## src/rtl/switch_conditioner.sv

```systemverilog
// switch_conditioner: synchronizes and debounces 8 switch inputs, emitting registered
// clean levels plus per-bit rise/fall pulses and a combined change flag.
module switch_conditioner #(
    parameter int STABLE_CYCLES = 16,
    parameter int SYNC_STAGES   = 2
) (
    input  logic       clk,
    input  logic       reset,
    input  logic [7:0] sw_raw,
    output logic [7:0] sw_clean,
    output logic [7:0] sw_rise,
    output logic [7:0] sw_fall,
    output logic       sw_changed
);
    localparam int CW = $clog2(STABLE_CYCLES);
    localparam logic [CW-1:0] LAST = CW'(STABLE_CYCLES - 1);
    logic [7:0]    r_sync [SYNC_STAGES];
    logic [CW-1:0] r_cnt [8];
    logic [7:0]    r_clean, r_rise, r_fall;
    logic          r_changed;
    logic [7:0]    w_sync, w_diff, w_done;
    assign w_sync = r_sync[SYNC_STAGES-1];
    assign w_diff = w_sync ^ r_clean;
    // A bit is accepted on the edge where its disagreement has lasted STABLE_CYCLES samples.
    always_comb begin
        for (int i = 0; i < 8; i++) w_done[i] = w_diff[i] && (r_cnt[i] == LAST);
    end
    always_ff @(posedge clk) begin
        if (reset) begin
            for (int k = 0; k < SYNC_STAGES; k++) r_sync[k] <= '0;
            for (int i = 0; i < 8; i++) r_cnt[i] <= '0;
            r_clean   <= '0;
            r_rise    <= '0;
            r_fall    <= '0;
            r_changed <= 1'b0;
        end else begin
            r_sync[0] <= sw_raw;
            for (int k = 1; k < SYNC_STAGES; k++) r_sync[k] <= r_sync[k-1];
            for (int i = 0; i < 8; i++) r_cnt[i] <= (w_diff[i] && !w_done[i]) ? r_cnt[i] + CW'(1) : '0;
            r_clean   <= r_clean ^ w_done;
            r_rise    <= w_done & w_sync;
            r_fall    <= w_done & ~w_sync;
            r_changed <= |w_done;
        end
    end
    assign sw_clean   = r_clean;
    assign sw_rise    = r_rise;
    assign sw_fall    = r_fall;
    assign sw_changed = r_changed;
endmodule

```

## config.mk

```make
export PLATFORM = sky130hd
export DESIGN_NAME = switch_conditioner
export DESIGN_NICKNAME = d
export VERILOG_FILES = /design/src/rtl/switch_conditioner.sv
export SDC_FILE = /design/constraint.sdc
export NUM_CORES = 1
export LEC_CHECK = 0
export ABC_CLOCK_PERIOD_IN_PS = 1400
export BUFFER_PORTS_ARGS = -buffer_cell sky130_fd_sc_hd__buf_2
export CAP_MARGIN = 5
export CORE_MARGIN = 2
export CORE_UTILIZATION = 50
export CTS_CLUSTER_DIAMETER = 100
export DETAILED_ROUTE_END_ITERATION = 16
export GPL_TIMING_DRIVEN = 0
export PLACE_DENSITY = 0.84
export SLEW_MARGIN = 10
export SYNTH_ARGS = -nofsm -noshare
export SYNTH_HDL_FRONTEND = slang
export SYNTH_SLANG_ARGS = --single-unit
```

## constraint.sdc

```tcl
create_clock -name clk -period 1.4 [get_ports clk]
set_input_delay 0.14 -clock clk [delete_from_list [all_inputs] [get_ports clk]]
set_output_delay 0.14 -clock clk [all_outputs]
set_load 0.005 [all_outputs]
```

==> impl_metrics.csv <==
group,metric,value,unit
yosys,ys_seq_area_share,58.1,%
clock_tree,holdBufCountCts,0,
global_routing,grt_pass1_wl,7110,um
die,fp.dieW,74.9,um
run_status,outcome,"completed",
critical_path,slowest_delay,0.43,ns
layout,nNetsFinal,291,
routing,drt_iter0_markers,45,
power_and_ir_drop,p_per_area,1290,nW/um2
yosys,avgSynthCellArea,11.0,um2
layout,fillers,365,
routing,drc,0,
die,io_pins,35,
global_routing,grt_max_degree,12,
routing,wirelength,4390,um
critical_path,cp.arrival,1.57,ns
layout,final_util,63.5,%
global_routing,antenna_found_initial,0,
sta,fin_crit,1.35,ns
critical_path,worst-setup-path-type,"reg -> reg",
die,start_util,52.6,%
sta,worst_pin_slew,0.585,ns
critical_path,slowest_stage,"o41a_1",
critical_path,rr_startpoint,"r_cnt[0][0]",
critical_path,endpoint,"sw_changed",
clock_tree,cts_tree,"done",
clock_tree,clk_latency,0.33,ns
routing,avgRoutedWirePerCell,12.8,um
layout,final_layout_size_suffix_gt1_share,23.1,%
layout,multi_input_area,1060,um2
layout,area_growth,20.8,%
layout,finalInstanceArea,3040,um2
sta,setup_ws,0.0460,ns
die,core-area,4790,um2
critical_path,r2r_cells,4,
yosys,syn_nets,247,
layout,register_area,1460,um2
yosys,synth_top_area_share,58.1,%
place,io_buffers,33,
critical_path,crit_chain,"ha_1 > nand3_2 > o22ai_1 > o41a_1",
die,die_y,74.9,um
critical_path,crit_family,"compound AO/OA/AOI/OAI gates",
place,place_congestion,0.720,
sta,fin_skew,0.00488,ns
critical_path,cp_max_fo,4,
sta,timing_hold_violations_final,0,
critical_path,worst-path-buf-inv,0,
sta,timing.final.crit_share,96.7,%
yosys,yosysTopAreaCell,"dfxtp_1",
layout,final_common_cell,"dfxtp_1",
yosys,netlist_top_cells_area,"dfxtp_1 58%, nor4b_1 5.6%, xnor2_1 5.2%",
clock_tree,clk_pin_slew,0.07,ns
yosys,synth.distinct_cells,19,
global_routing,first_global_vias,1607,
critical_path,cp-end-kind,"flop",
clock_tree,cts_root_buf,"clkbuf_8",
clock_tree,clock-sinks,73,
yosys,yosysWarnings,0,
global_routing,grt.busiest_layer,"met2",
yosys,synth_cells,229,
clock_tree,clockBufferDepth,2,
clock_tree,cts_made_buffers,9,
sta,slew_headroom,61.0,%
global_routing,grt-ovfl-total,0,
power_and_ir_drop,p_leak,0.00122,uW
clock_tree,post_cts_buffers,0,
place,pre_cts_slack,-0.0474,ns
critical_path,rr_endpoint,"sw_changed",
die,row_count,25,
critical_path,start_kind,"flop",
routing,postRouteAntennaNets,0,
critical_path,worstSetupPathDepth,4,
global_routing,grt_util_met2,25.9,%
place,placed_area,2770,um2
power_and_ir_drop,power,3930,uW
routing,num_vias,1730,
sta,setup-violations-final,0,
routing,drt_pass1_iterations,4,
global_routing,grt_usage,17.3,%
clock_tree,h-tree-depth,3,
routing,viasPerCell,5.03,
critical_path,cp_data_required_time,1.62,ns
global_routing,globalRouteMet1Util,22.4,%
job,maxCapViolCount,0,
critical_path,worst-r2r-setup-slack,0.05,ns
place,dp_hpwl,2900,um
clock_tree,post_cts_resized,2,
yosys,ys_ff_latch,73,
power_and_ir_drop,ir_worst_vdd,0.768,mV
layout,final_cell_mix,"73 x dfxtp_1, 35 x buf_2, 32 x nor2_1",
sta,slew_viol_final,0,
critical_path,crit_start,"r_cnt[0][0]",
global_routing,grt_use_met3,4.95,%
sta,fmax,0.739,GHz
layout,antenna_cells,0,
yosys,netlist_area,2520,um2
min_path,hold_path.class,"in -> reg",
die,dieArea,5620,um2
==> layout make-up <==
cell class,count,area share (%)
multi-input combinational,141,34.8
buffer,6,0.823
clock inverter,2,1.15
timing repair buffer,33,5.43
clock buffer,13,5.88
inverter,9,1.11
sequential,73,48.1
tap,67,2.76
==> layer usage <==
layer | up-vias | share of wire, %
li1 | 877 | -
met1 | 796 | 46
met2 | 47 | 46
met3 | 10 | 5.3
met4 | 0 | 2.5
met5 | - | 0
==> cells by family after synthesis <==
family	after synthesis	synth area share, %
compound gates	13	4.67
xor+xnor	24	8.65
fa+ha+maj	8	3.98
buf+inv	15	2.34
flops	73	58.1
mux	8	3.18
simple gates	88	19.1
==> power breakdown <==
group          switching (uW)  internal [uW]
logic                    56.0           42.8
registers                19.6           2100
clock network             702           1010
total                     778           3150
==> per-stage QoR <==
step	TNS, ns	hold WS (ns)	cells
global route	-0.0213	0.0141	344
CTS	0	0.00193	344
global placement	-0.0423	0.351	329
finish	0	0.0147	344
detailed placement	-0.0474	0.354	329
floorplan	0	0.268	229
==> synth_stat cells <==
master,count
xnor2_2,1
buf_2,2
mux2i_1,8
buf_1,3
o22ai_1,4
clkbuf_1,1
o41a_1,1
inv_1,9
xnor2_1,15
nor3_1,8
nor2b_1,16
a311o_2,1
nand3_1,16
ha_1,8
xor2_1,8
dfxtp_1,73
a311o_1,7
nor4b_1,16
nor2_1,32
==> how the worst min path moves through the flow <==
stage,from,end,cells past startpoint
CTS,sw_raw[1],r_sync[0][1],2
finish,sw_raw[1],r_sync[0][1],2
global route,sw_raw[6],r_sync[0][6],2
global placement,sw_raw[7],r_sync[0][7],2
floorplan,sw_raw[0],r_sync[0][0],1
detailed placement,sw_raw[1],r_sync[0][1],2
Power figures use the tool's default switching activity.
